==> config.mk <==
export PLATFORM = sky130hd
export DESIGN_NAME = conv_sequencer
export DESIGN_NICKNAME = d
export VERILOG_FILES = /design/src/rtl/conv_sequencer.sv
export SDC_FILE = /design/constraint.sdc
export NUM_CORES = 1
export LEC_CHECK = 0
export CELL_PAD_IN_SITES_DETAIL_PLACEMENT = 1
export CELL_PAD_IN_SITES_GLOBAL_PLACEMENT = 1
export CORE_MARGIN = 2
export CORE_UTILIZATION = 44
export DETAILED_ROUTE_END_ITERATION = 8
export PLACE_DENSITY = 0.9
export SLEW_MARGIN = 20
export SYNTH_ARGS = -nofsm -noshare
export SYNTH_HDL_FRONTEND = slang
export SYNTH_SLANG_ARGS = --single-unit
==> constraint.sdc <==
create_clock -name CLK100MHZ -period 4.7 [get_ports CLK100MHZ]
set_input_delay 1.175 -clock CLK100MHZ [delete_from_list [all_inputs] [get_ports CLK100MHZ]]
set_output_delay 1.175 -clock CLK100MHZ [all_outputs]
set_load 0.03 [all_outputs]
==> src/rtl/conv_sequencer.sv <==
// conv_sequencer: drives a convolver through kernel load, image streaming and pipeline drain,
// and generates the result-BRAM write stream.
module conv_sequencer #(
  parameter int BIT_LEN    = 8,
  parameter int M_LEN      = 3,
  parameter int NB_ADDRESS = 10,
  parameter int LAST_ADDR  = 440,
  parameter int CONV_LAT   = 6
) (
  input  logic                  CLK100MHZ,
  input  logic                  i_reset_n,
  input  logic                  i_start,
  input  logic                  i_hold,
  input  logic                  i_abort,
  output logic                  o_selecK_I,
  output logic                  o_valid,
  output logic [1:0]            o_kernel_idx,
  output logic [NB_ADDRESS-1:0] o_read_addr,
  output logic [NB_ADDRESS-1:0] o_write_addr,
  output logic                  o_wr_en,
  output logic                  o_mem_sel,
  output logic                  o_busy,
  output logic                  o_done
);
  localparam logic [2:0] S_IDLE   = 3'd0;
  localparam logic [2:0] S_KLOAD  = 3'd1;
  localparam logic [2:0] S_STREAM = 3'd2;
  localparam logic [2:0] S_DRAIN  = 3'd3;
  localparam logic [2:0] S_DONE   = 3'd4;
  localparam int VMAX = LAST_ADDR + CONV_LAT + 1;
  localparam int VW   = $clog2(VMAX + 1);
  localparam logic [NB_ADDRESS-1:0] A_LAST = NB_ADDRESS'(LAST_ADDR);
  localparam logic [VW-1:0]         V_MAX  = VW'(VMAX);
  localparam logic [VW-1:0]         V_LAT  = VW'(CONV_LAT);
  localparam logic [1:0]            K_LAST = 2'(M_LEN - 1);

  if (BIT_LEN < 1 || M_LEN < 1 || M_LEN > 4) begin : g_bad_param
    $error("conv_sequencer: unsupported BIT_LEN/M_LEN");
  end

  logic [2:0]            state_q, state_d;
  logic [1:0]            kidx_q, kidx_d;
  logic [NB_ADDRESS-1:0] raddr_q, raddr_d, waddr_q, waddr_d;
  logic [VW-1:0]         vcnt_q, vcnt_d;
  logic                  valid_q, valid_d, sel_q, sel_d, wr_en_q, wr_en_d;
  logic                  busy_q, busy_d, done_q, done_d, mem_sel_q, mem_sel_d;
  logic                  beat, last_wr, run_d;

  // Registers hold the beat presented in the current cycle; the comb block plans the next one.
  always_comb begin
    beat    = valid_q && sel_q;
    last_wr = wr_en_q && waddr_q == A_LAST;
    state_d = state_q;
    kidx_d  = kidx_q;
    raddr_d = raddr_q;
    waddr_d = waddr_q;
    vcnt_d  = vcnt_q;
    if (i_abort) begin
      state_d = S_IDLE;
      kidx_d  = '0;
      raddr_d = '0;
      waddr_d = '0;
      vcnt_d  = '0;
    end else begin
      waddr_d = (wr_en_q && !last_wr) ? waddr_q + 1'b1 : waddr_q;
      vcnt_d  = (beat && vcnt_q != V_MAX) ? vcnt_q + 1'b1 : vcnt_q;
      if ((state_q == S_IDLE || state_q == S_DONE) && i_start) begin
        state_d = S_KLOAD;
        kidx_d  = '0;
        raddr_d = '0;
        waddr_d = '0;
        vcnt_d  = '0;
      end else if (state_q == S_KLOAD) begin
        state_d = kidx_q == K_LAST ? S_STREAM : S_KLOAD;
        kidx_d  = kidx_q == K_LAST ? kidx_q : kidx_q + 1'b1;
      end else if (state_q == S_STREAM || state_q == S_DRAIN) begin
        raddr_d = (beat && raddr_q != A_LAST) ? raddr_q + 1'b1 : raddr_q;
        state_d = last_wr ? S_DONE : (beat && raddr_q == A_LAST) ? S_DRAIN : state_q;
      end else if (state_q > S_DONE) begin
        state_d = S_IDLE;
      end
    end
    run_d     = state_d == S_STREAM || state_d == S_DRAIN;
    busy_d    = state_d == S_KLOAD || run_d;
    valid_d   = state_d == S_KLOAD || (run_d && !i_hold);
    sel_d     = run_d;
    wr_en_d   = run_d && valid_d && vcnt_d >= V_LAT;
    done_d    = state_d == S_DONE;
    mem_sel_d = busy_d;
  end

  always_ff @(posedge CLK100MHZ or negedge i_reset_n) begin
    if (!i_reset_n) begin
      state_q   <= S_IDLE;
      kidx_q    <= '0;
      raddr_q   <= '0;
      waddr_q   <= '0;
      vcnt_q    <= '0;
      valid_q   <= 1'b0;
      sel_q     <= 1'b0;
      wr_en_q   <= 1'b0;
      busy_q    <= 1'b0;
      done_q    <= 1'b0;
      mem_sel_q <= 1'b0;
    end else begin
      state_q   <= state_d;
      kidx_q    <= kidx_d;
      raddr_q   <= raddr_d;
      waddr_q   <= waddr_d;
      vcnt_q    <= vcnt_d;
      valid_q   <= valid_d;
      sel_q     <= sel_d;
      wr_en_q   <= wr_en_d;
      busy_q    <= busy_d;
      done_q    <= done_d;
      mem_sel_q <= mem_sel_d;
    end
  end

  assign o_selecK_I   = sel_q;
  assign o_valid      = valid_q;
  assign o_kernel_idx = kidx_q;
  assign o_read_addr  = raddr_q;
  assign o_write_addr = waddr_q;
  assign o_wr_en      = wr_en_q;
  assign o_mem_sel    = mem_sel_q;
  assign o_busy       = busy_q;
  assign o_done       = done_q;
endmodule

======== After elaboration in Yosys (flattened, before gate mapping) ========
Cells that the tools add are included.
storage, ports and cells
  memories kept ........................... 0
  output and inout bits ................... 28
  flip-flop bits (word level) ............. 39
  bits in latches ......................... 0
  memory bits (read-only) ................. 0
  bits in writable memories ............... 0
  input port bits ......................... 5
cells by class
  div/mod/pow operators ................... 0
  equality and inequality tests ........... 15
  shifts and indexed selects .............. 0
  magnitude comparators ................... 2
  muxes and demuxes ....................... 23
  bitwise gates (word level) .............. 0
  multiply operators ...................... 0
  reductions and logical operators ........ 24
  add/subtract/negate cells ............... 4
operators with widths
  cell                     number
  $mux W10                 8
  $mux W9                  3
  $mux W3                  7
  $add A10 B1 Y10 const B  2
  $eq A10 B9 Y1 const B    2
  $eq A3 B2 Y1 const B     4
  $reduce_bool A3 Y1       4
  $logic_and A1 B1 Y1      10
  $mux W2                  5
  $ne A10 B9 Y1 const B    1
  $add A9 B1 Y9 const B    1
  $ge A9 B3 Y1 const B     1
  $ne A9 B9 Y1 const B     1
  $eq A3 B1 Y1 const B     2
  $eq A3 B3 Y1 const B     2
  $ne A3 B3 Y1 const B     2
  $logic_or A1 B1 Y1       5
  $gt A3 B3 Y1 const B     1
  $logic_not A3 Y1         1
  $reduce_and A3 Y1        1
  $add A2 B1 Y2 const B    1
  $eq A2 B2 Y1 const B     1
  $logic_not A1 Y1         2
  $reduce_and A2 Y1        1

======== Logic depth before layout (Yosys ltp) ========
Gate-level depths: netlist of the first run.
  depth in word-level cells ............... 14
  mapped depth ............................ 8
  mapped depth without buffers ............ 7

======== Worst setup path before layout of the first run ========
No wires, ideal clock.
  kind .................................... input -> register
  from .................................... in i_start
  to ...................................... reg wr_en_q, in the netlist o_wr_en
  data arrival time ....................... 2204 ps
  library setup time ...................... 129 ps
  stages on the path ...................... 5
  path buffers ............................ 1
  setup slack ............................. 2366 ps
  cells stage by stage .................... a21o_2 -> dlymetal6s2s_1 -> a21oi_1 -> a2111o_1 -> o41a_1
between the ends
  elaborated cells between the ends (all ways) .. 14
  classes of those cells .................. order compare (1); eq/ne (3); mux (4); reduce/logical (6)
RTL lines
  item                  line  text
  from (decl)           12    input logic i_start,
  $logic_and A1 B1 Y1   67    if ((state_q == S_IDLE || state_q == S_DONE) && i_start) begin
  $mux W9               67
  $mux W9               58    if (i_abort) begin
  via vcnt_d[6]         44    logic [VW-1:0] vcnt_q, vcnt_d;
  $ge A9 B3 Y1          87    wr_en_d = run_d && valid_d && vcnt_d >= V_LAT;
  $logic_and A1 B1 Y1   87
  via wr_en_d           45    logic valid_q, valid_d, sel_q, sel_d, wr_en_q, wr_en_d;
  to (signal assigned)  113   wr_en_q <= wr_en_d;
  to (decl)             45
The timed path passes the listed nets, and every way through them passes these cells.
A chain may end at the register's enable or synchronous reset.

======== Worst setup path after layout of the first run ========
  from .................................... in i_abort
  to ...................................... reg wr_en_q, in the netlist o_wr_en
between the ends
  elaborated cells between the ends (all ways) .. 11
  classes of those cells .................. order compare (1); eq/ne (3); mux (2); reduce/logical (5)
RTL lines
  item                 line  text
  from (decl)          14    input logic i_abort,
  $mux W9              58
  via vcnt_d[2]        44
  $ge A9 B3 Y1         87
  $logic_and A1 B1 Y1  87
  via wr_en_d          45
The timed path passes the listed nets, and every way through them passes these cells.

==> out/results.ini, run 1 <==
[outcome]
status=finished, final reports clean

[finish]
multi_input_area_sq_um=976
regArea_sq_um=976
final_cell_mix=dfrtp_1 (39), clkdlybuf4s50_1 (31), nor2_1 (30)
layout.nets=242
diodes=0
fillers=508
area_growth_syn_to_layout_pct=21.6
final_common_cell=dfrtp_1
drive_gt1_frac=0.0823
final_area_sq_um=2450

[sta]
max-slew-margin-rel=0.356
rsz0062_at_grt=false
tns_ns=0
fmax_ghz=0.339
finalHoldViolations=0
setup_ws_ns=1.75
worstMarginPinSlew_ns=0.961
period_needed_ns=2.95
finalMaxSlewViolations=0
fin_skew_ns=0.00915
setup_viol=0
timing.final.crit_share=0.628

[placement]
post-place-ws_ns=1.43
place_area_sq_um=2370
port_buffers=32
hpwlAfterDp_microns=3420
gp_congestion=0.837

[critical_path]
rr_startpoint=vcnt_q[0]
critical_path_class=in -> reg
r2r_slack_ns=2.45
r2r_cells=6
cp_max_fo=31
rr_endpoint=o_wr_en
cp-endpoint=o_wr_en
cp.required_ns=4.88
startpoint_type=input port
cp-end-kind=register
critPathLaunch=i_abort
cp.arrival_ns=3.13

[power_and_ir_drop]
power.density_nw_per_um2=249
finalPower_mw=0.610
p_leak_nw=1.07
irDropWorstVdd_mv=0.176

[floorplanning]
die_area_sq_um=5140
start_util=0.460
die_w_microns=71.7
core_sq_um=4380
rows=24
dieHeight_microns=71.7
io_pins=33

[synthesis]
ys.flop_type=dfrtp_1
ys_seq_area_frac=0.484
post_synth_num_cell_types=50
synth_seq_cells=39
syn_avg_cell_area_sq_um=10.2
syn_nets=208
synthArstFlopShare=1.00
yosys_warnings=0
synth_edf_count=0
netlist_instances=197
synthesis.area_sq_um=2020

[routing]
wl_per_cell_microns=16.3
drt-initial-drc-count=54
drt_wl_total_microns=4620
firstDrtPassIters=4
ant_nets=0
vias=1628
drc_errors=0
via_per_inst=5.75

[global_routing]
track_usage=0.208
overflow=0
antenna_found_initial=0
grt_pass1_wl_microns=8250
grt_start_max_net_pins=40
grt_pass1_vias=1686

[clock_tree]
postCtsResizedCells=0
path_clk_slew_ns=0.07
cts.sinks=39
cts_max_level=2
hold_buffers=0
numCtsBuffers=5
clockBufferDepth=2
post_cts_buffers=0
cts_tree=yes
cts_root_buffer=clkbuf_8
clock_latency_ns=0.30

[flow_run]
cap_viol_max_count=0

[min_path]
holdCritPathClass=reg -> reg

## sequential cells by signal, summed over array words and instances, names as in the netlist
register and flops:
o_mem_sel 1, state_q 3, o_kernel_idx 2, o_selecK_I 1, o_wr_en 1, o_done 1, o_write_addr 10, vcnt_q 9
o_read_addr 10, o_valid 1
## cell families after synthesis
kind of cell | count (synthesis) | share of synthesized area
flops | 39 | 0.484
compound gates | 31 | 0.117
buf+inv | 14 | 0.0323
fa+ha+maj | 6 | 0.0372
simple gates | 85 | 0.230
xor+xnor | 19 | 0.0825
mux | 3 | 0.0174
## worst max-delay path, cell delays in order
cell,delay [ns]
clkdlybuf4s50_1,0.57
a21o_2,0.52
nor3_1,0.16
a2111o_1,0.39
o41a_1,0.30
## final cells by class
class / count / share of cell area
clock buffers: 6 / 0.0337
flip-flops and latches: 39 / 0.398
clock inverters: 1 / 0.00204
multi-input cells: 144 / 0.398
well taps: 52 / 0.0265
repair buffers: 32 / 0.129
inverters: 9 / 0.0138
## metrics by stage
| step | cells | util | hold slack (ns) |
|---|---|---|---|
| 3_3_place_gp | 276 | 0.540 | 0.506 |
| 4_1_cts | 283 | 0.560 | 0.528 |
| 3_5_place_dp | 276 | 0.540 | 0.514 |
| 5_1_grt | 283 | 0.560 | 0.560 |
| 2_1_floorplan | 197 | - | 0.492 |
| 6_report | 283 | 0.560 | 0.527 |
## how the worst min path moves through the flow
stage / from / endpoint / cells past startpoint
global route: o_kernel_idx[0] / o_kernel_idx[0] / 1
detailed placement: o_kernel_idx[1] / o_kernel_idx[1] / 1
CTS: o_kernel_idx[1] / o_kernel_idx[1] / 1
floorplan: state_q[2] / o_selecK_I / 1
global placement: o_kernel_idx[1] / o_kernel_idx[1] / 1
finish: o_kernel_idx[1] / o_kernel_idx[1] / 1
## cell usage after synthesis (5+ instances only)
master	number	share of area
dfrtp_1	39	0.48
nand4_1	9	0.028
a21oi_1	9	0.022
and3_1	5	0.016
nor2_1	30	0.056
xor2_1	13	0.056
xnor2_1	6	0.026
nand2_1	7	0.013
ha_1	6	0.037
inv_1	9	0.017
nand3_1	8	0.020
## layer usage
layer / up-vias / GRT usage / wire length, microns
met5: - / 0 / 0
met4: 0 / 0.0734 / 83
met3: 9 / 0.0492 / 175
met2: 39 / 0.329 / 2270
met1: 810 / 0.282 / 2090
li1: 770 / - / -
## report_power, final
| group | switching (mW) | total (mW) | internal, mW |
|---|---|---|---|
| sequential | 0.00435 | 0.343 | 0.339 |
| combinational | 0.0271 | 0.0403 | 0.0132 |
| clock | 0.111 | 0.226 | 0.115 |
No activity file was read; power rests on OpenSTA's default activity.
==> run 2: changes to the inputs <==
--- a/config.mk
+++ b/config.mk
@@ -8,9 +8,9 @@
 export CELL_PAD_IN_SITES_DETAIL_PLACEMENT = 1
 export CELL_PAD_IN_SITES_GLOBAL_PLACEMENT = 1
 export CORE_MARGIN = 2
-export CORE_UTILIZATION = 44
+export CORE_UTILIZATION = 37
 export DETAILED_ROUTE_END_ITERATION = 8
-export PLACE_DENSITY = 0.9
+export PLACE_DENSITY = 0.81
 export SLEW_MARGIN = 20
 export SYNTH_ARGS = -nofsm -noshare
 export SYNTH_HDL_FRONTEND = slang
==> constraint.sdc (replaced) <==
create_clock -name CLK100MHZ -period 2.6 [get_ports CLK100MHZ]
set_input_delay 0.65 -clock CLK100MHZ [delete_from_list [all_inputs] [get_ports CLK100MHZ]]
set_output_delay 0.65 -clock CLK100MHZ [all_outputs]
set_load 0.03 [all_outputs]
==> out/results.ini, run 2 (synthesis results as in run 1) <==
[outcome]
status=finished, final reports clean

[routing]
drc_errors=0  ; unchanged
vias=1626  ; -0.12%
drt_wl_total_microns=4790  ; +3.7%
ant_nets=0  ; unchanged
via_per_inst=5.33  ; -7.3%
wl_per_cell_microns=15.7  ; -3.8%
dr_wl_met3_microns=154  ; -12%
maxUsedRoutingLayer=met4
drt-initial-drc-count=40  ; -26%
wl_met2_microns=2320  ; +2.1%
firstDrtPassIters=4  ; unchanged
met1Wirelength_microns=2280  ; +9.0%

[floorplanning]
dieHeight_microns=77.8  ; +8.5%
io_pins=33  ; unchanged
die_w_microns=77.8  ; +8.5%
start_util=0.390  ; -0.0701
die_area_sq_um=6060  ; +18%
core_sq_um=5170  ; +18%
rows=26  ; +8.3%

[flow_run]
cap_viol_max_count=0  ; unchanged

[finish]
final_cell_mix=dfrtp_1 (39), clkdlybuf4s50_1 (31), nor2_1 (30)
final_common_cell=dfrtp_1
fin_cells=305  ; +7.8%
fin_util=0.489  ; -0.0708
layout.nets=245  ; +1.2%
area_growth_syn_to_layout_pct=25.4
fillers=591  ; +16%
drive_gt1_frac=0.0979  ; +0.0156
final_area_sq_um=2530  ; +3.1%
diodes=0  ; unchanged

[placement]
port_buffers=32  ; unchanged
place_area_sq_um=2410  ; +1.9%
gp_congestion=0.749  ; -11%
hpwlAfterDp_microns=3590  ; +5.0%
placed_cells=297  ; +7.6%

[power_and_ir_drop]
power.density_nw_per_um2=484  ; +95%
p_leak_nw=1.10  ; +2.7%
irDropWorstVdd_mv=0.343  ; +94%

[global_routing]
grt_pass1_wl_microns=8360  ; +1.3%
antenna_found_initial=0  ; unchanged
grt_pass1_vias=1671  ; -0.89%
grt_start_max_net_pins=40  ; unchanged
overflow=0  ; unchanged
track_usage=0.176  ; -0.0317

[clock_tree]
path_clk_slew_ns=0.09  ; +0.02 ns
cts_max_level=2  ; unchanged
post_cts_buffers=0  ; unchanged
cts.sinks=39  ; unchanged
cts_tree=yes
clock_latency_ns=0.29  ; about the same
postCtsResizedCells=0  ; unchanged
hold_buffers=0  ; unchanged
numCtsBuffers=5  ; unchanged
clockBufferDepth=2  ; unchanged
cts_root_buffer=clkbuf_8

[critical_path]
cp_cell_sequence=ha_1 > nand4_1 > o21ai_2 > mux2_4 > a2111o_1 > o41a_1
cp_max_fo=8  ; -74%
startpoint_type=register
slowest_stage=a2111o_1
cp.arrival_ns=2.45  ; -0.68 ns
slowest_delay_ns=0.42  ; -0.15 ns
cp-end-kind=register
cp.buffers_inverters=0  ; -1
critical_path_class=reg -> reg
crit_family=compound AO/OA/AOI/OAI gates
cp.required_ns=2.77  ; -2.11 ns

[sta]
fmax_ghz=0.439
rsz0062_at_grt=false
whs_ns=0.463  ; -0.0642 ns
timing.final.crit_share=0.876
finalMaxSlewViolations=0  ; unchanged
tns_ns=0  ; unchanged
fin_skew_ns=0.0117  ; +0.00257 ns
max-slew-margin-rel=0.416  ; +0.0601
period_needed_ns=2.28
worstMarginPinSlew_ns=0.876  ; -0.0857 ns
setup_viol=0  ; unchanged
finalHoldViolations=0  ; unchanged

[min_path]
holdCritPathClass=in -> async

==> run 2: metrics by stage <==
step                      power [mW]  setup WS (ns)
after floorplan                0.671          0.536
after global placement         0.709          0.322
after detailed placement       0.711          0.286
after CTS                       1.24          0.308
after global routing            1.27          0.168
final                           1.22          0.322
==> run 2: routing by layer <==
| layer | global-route usage | vias to the layer above |
|---|---|---|
| met4 | 0.0589 | 0 |
| li1 | - | 775 |
| met1 | 0.239 | 820 |
| met2 | 0.281 | 29 |
| met5 | 0 | - |
| met3 | 0.0360 | 2 |
==> run 2: final timing paths <==
check | start | slack, ns | cells past startpoint | end
hold reg to reg | o_kernel_idx[1] | 0.53 | 1 | o_kernel_idx[1]
max in group asynchronous | i_reset_n | 1.57 | 1 | o_kernel_idx[0]
hold / removal | i_reset_n | 0.46 | 1 | o_write_addr[7]
setup / recovery | vcnt_q[0] | 0.32 | 6 | o_wr_en
min in group CLK100MHZ | o_kernel_idx[1] | 0.53 | 1 | o_kernel_idx[1]
setup reg to reg | vcnt_q[0] | 0.32 | 6 | o_wr_en
==> run 2: cell type report <==
class	count	area [sq um]	area share
Clock buffer	6	82.6	0.0327
Clock inverter	2	35.0	0.0139
Inverter	9	33.8	0.0134
Multi-Input combinational cell	144	976	0.386
Sequential cell	39	976	0.386
Tap cell	70	87.6	0.0346
Timing Repair Buffer	35	338	0.134
==> run 2: power breakdown <==
group	switching [mW]	leakage, nW	internal, mW
clock	0.217	0.0612	0.311
combinational	0.0493	0.494	0.0267
sequential	0.00810	0.540	0.613
total	0.275	1.10	0.950
==> RTL edit 1: new RTL, settings of run 2 <==
Remove the register `busy_q`: a continuous assignment takes its place, so the output `o_busy` follows one clock earlier.
--- a/src/rtl/conv_sequencer.sv
+++ b/src/rtl/conv_sequencer.sv
@@ -101,3 +101,2 @@
       wr_en_q   <= 1'b0;
-      busy_q    <= 1'b0;
       done_q    <= 1'b0;
@@ -113,3 +112,2 @@
       wr_en_q   <= wr_en_d;
-      busy_q    <= busy_d;
       done_q    <= done_d;
@@ -118,2 +116,4 @@
   end
+
+  assign busy_q = busy_d;
 
Check against the original RTL: not equivalent (a bounded check fails within 4 cycles, from zero or initial values and one cycle with i_reset_n low).
==> RTL edit 1 against run 2 <==
  * The flow now finishes with violations (setup timing)
  * Cell area grew 3.0%
  * Area after synthesis decreased by 0.37%
  * Routed wire length rose by 2.8%
  * Worst setup slack got worse by 520 ps
  * Die area decreased by 0.35%
  * Sequential power about the same
  * Total power is 0.43% higher
  * Synthesized cell count is 0.51% lower
  * Sequential cell count unchanged
  * Combinational power grew 8.2%
  * Sequential share of layout area decreased by 1.1 points
  * Global-route usage down 0.051 points
  * Critical endpoint is now o_busy
  * Largest cell class is now multi-input combinational cells
  * Largest power group unchanged
  * Highest routed layer unchanged
==> RTL edit 1: results <==
[worst_setup_path]
arrival_ps = 2150
r2r_cells = 6
worstPathMaxFanout = 4
startpoint = o_write_addr[0]
r2r-end = o_wr_en

[timing]
worst_pin_slew_ps = 880
min_period_ps = 2800
tns_ps = -203
timing.final.ws_setup_ps = -203
hold_slack_ps = 467
skew_ps = 7.75
setup_violations = 1

[power]
switchingPower_uw = 277
vdd_ir_drop_max_uv = 295
fin_total_pwr_mw = 1.23
combPwrFrac = 0.067
power_clock_uw = 528
p_leak_nw = 1.13

[synthesis]
yosys-mux-area-fraction = 0.0174
synth_xor_xnor_area_share = 0.0828
synth_nets = 207
post_synth_num_cell_types = 49
synthTopCellsByCount = dfrtp_1 (39), nor2_1 (30), xor2_1 (13)
synth.top_cells.by_area = dfrtp_1 (49%), xor2_1 (5.7%), nor2_1 (5.6%)
seq_area_frac_synth = 0.486
syn_avg_cell_area_um2 = 10.3
synthAdderAreaFrac = 0.0374
yosys_warnings = 0
synth_compound_area_frac = 0.117

[finish]
fin_nets = 251
drive_gt1_frac = 0.141
diodes = 0
layout.cells.non_filler = 311

[clocking]
cts-resized-gates = 5
clockRootBuffer = clkbuf_8
clk_path_buf_depth = 2
clk_latency_ps = 300
clk_pin_slew_ps = 80
htreeDepth = 2
post_cts_buffers = 0

[global_routing]
grt_max_degree = 40
grt_pass1_vias = 1731
grt_pass1_wl_mm = 8.40
grt_usage = 0.176

[place]
hpwl_mm = 3.66
placedCellCount = 303
post-place-ws_ps = 47.1
gp_congestion = 0.781
place_area_um2 = 2450

[detailed_routing]
vias = 1657
drtIter0Drc = 63
routedWlPerCell_um = 15.8

[outcome]
violations = setup timing
status = finished with violations
RTL edit 1: changes by cell type after synthesis:
cell / delta
buf_4: -1
RTL edit 1: worst max-delay path, cell delays in order, from the launching register on:
cell      delay (ps)
dfrtp_1          390
inv_2             80
ha_1             130
or4b_4           490
o41ai_4          270
a211oi_2         150
nand2b_1         200
buf_6            150
RTL edit 1: layer usage:
metal  share of wire  up-vias  global-route usage
li1                -      785                   -
met1            0.47      832               0.226
met2            0.49       33               0.296
met3           0.027        7              0.0291
met4           0.016        0              0.0696
met5               0        -                   0
RTL edit 1: final cells by class:
class,count,area [um2]
clock buffers,6,82.6
inverters,9,33.8
clock inverters,2,35.0
multi-input cells,144,1010
flip-flops and latches,39,976
well taps,70,87.6
repair buffers,41,384
fillers,579,2570
RTL edit 1: how the worst max path moves through the flow:
stage / to / slack (ps)
6_report: o_busy / -200
3_3_place_gp: o_busy / 110
4_1_cts: o_busy / -230
3_5_place_dp: o_busy / 50
5_1_grt: o_busy / -310
2_1_floorplan: o_busy / 10
==> RTL edit 2: new RTL, flow settings as in run 2 <==
Made on the original files. Set the parameter `CONV_LAT` to 7 (it was 6).
--- a/src/rtl/conv_sequencer.sv
+++ b/src/rtl/conv_sequencer.sv
@@ -7,3 +7,3 @@
   parameter int LAST_ADDR  = 440,
-  parameter int CONV_LAT   = 6
+  parameter int CONV_LAT   = 7
 ) (
Behaviour: no difference found for any inputs over 10 cycles, from zero or initial values and one cycle with i_reset_n low; that may be too few to reach the edited logic, so the function may still have changed.
==> RTL edit 2 against run 2 <==
  * Combinational power is 5.3% higher
  * Utilization shrank 2.3 points
  * Die area rose by 3.2%
  * Total power is 11% lower
  * Routed wire length is 2.8% higher
  * First-iteration DRC count up 73%
  * Area after synthesis increased by 3.3%
  * Non-clock buffer count shrank 1
  * Worst setup slack gained 180 ps
  * Sequential cell count unchanged
  * Cell area up 0.89%
  * Critical path depth increased by 1
==> RTL edit 2: results <==
[worst_setup_path]
arrival_ps = 2310
startpoint = o_read_addr[0]
crit_slowest_cell = dfrtp_1
critical_path.endpoint = o_read_addr[8]
cpLargestDelayFamily = simple AND/OR/NAND/NOR gates

[detailed_routing]
drt-met1-wl_mm = 2.05
drtIter0Drc = 69
drt-total-wl_mm = 4.92
wl_met3_um = 149

[synthesis]
synth.top_cells.by_area = dfrtp_1 (47%), xnor2_1 (7.6%), nor2_1 (5.2%)
post_synth_num_cell_types = 46
synth_nets = 227
synthTopCellsByCount = dfrtp_1 (39), nor2_1 (29), xnor2_1 (18), nand2_1 (17), inv_1 (16)

[finish]
layout.cells.non_filler = 323
fin_nets = 262
drive_gt1_frac = 0.0637

[place]
post-place-ws_ps = 311
placedCellCount = 315
place_area_um2 = 2470
gp_congestion = 0.758

[global_routing]
grtUsageMet2 = 0.311

[timing]
slew_headroom = 0.417

[outcome]
status = finished clean

[power]
p_leak_nw = 1.04
combPwrFrac = 0.073
## RTL edit 2: area by class of cell
cell class                 count  area (um2)
fill                         640        2920
multi-input combinational    154        1010
sequential                    39         976
timing repair buffer          34         330
tap                           72        90.1
clock buffer                   7        76.3
inverter                      16        60.1
clock inverter                 1        5.00
## RTL edit 2: per-stage QoR
| step | utilization | hold slack (ps) |
|---|---|---|
| 2_1_floorplan | - | 354 |
| 3_3_place_gp | 0.451 | 564 |
| 3_5_place_dp | 0.451 | 572 |
| 4_1_cts | 0.466 | 503 |
| 5_1_grt | 0.466 | 522 |
| 6_report | 0.466 | 465 |
## RTL edit 2: kinds of logic (layout without fill, tap and decap cells)
family / count (synthesis) / count (layout) / share of synthesized area
AOI/OAI and AO/OA: 31 / 31 / 0.0984
adders and majority gates: 7 / 7 / 0.0420
xor gates and xnor gates: 23 / 23 / 0.0966
buffers and inverters: 22 / 58 / 0.0456
and+or+nand+nor: 89 / 89 / 0.230
muxes: 4 / 4 / 0.0192
DFF: 39 / 39 / 0.468
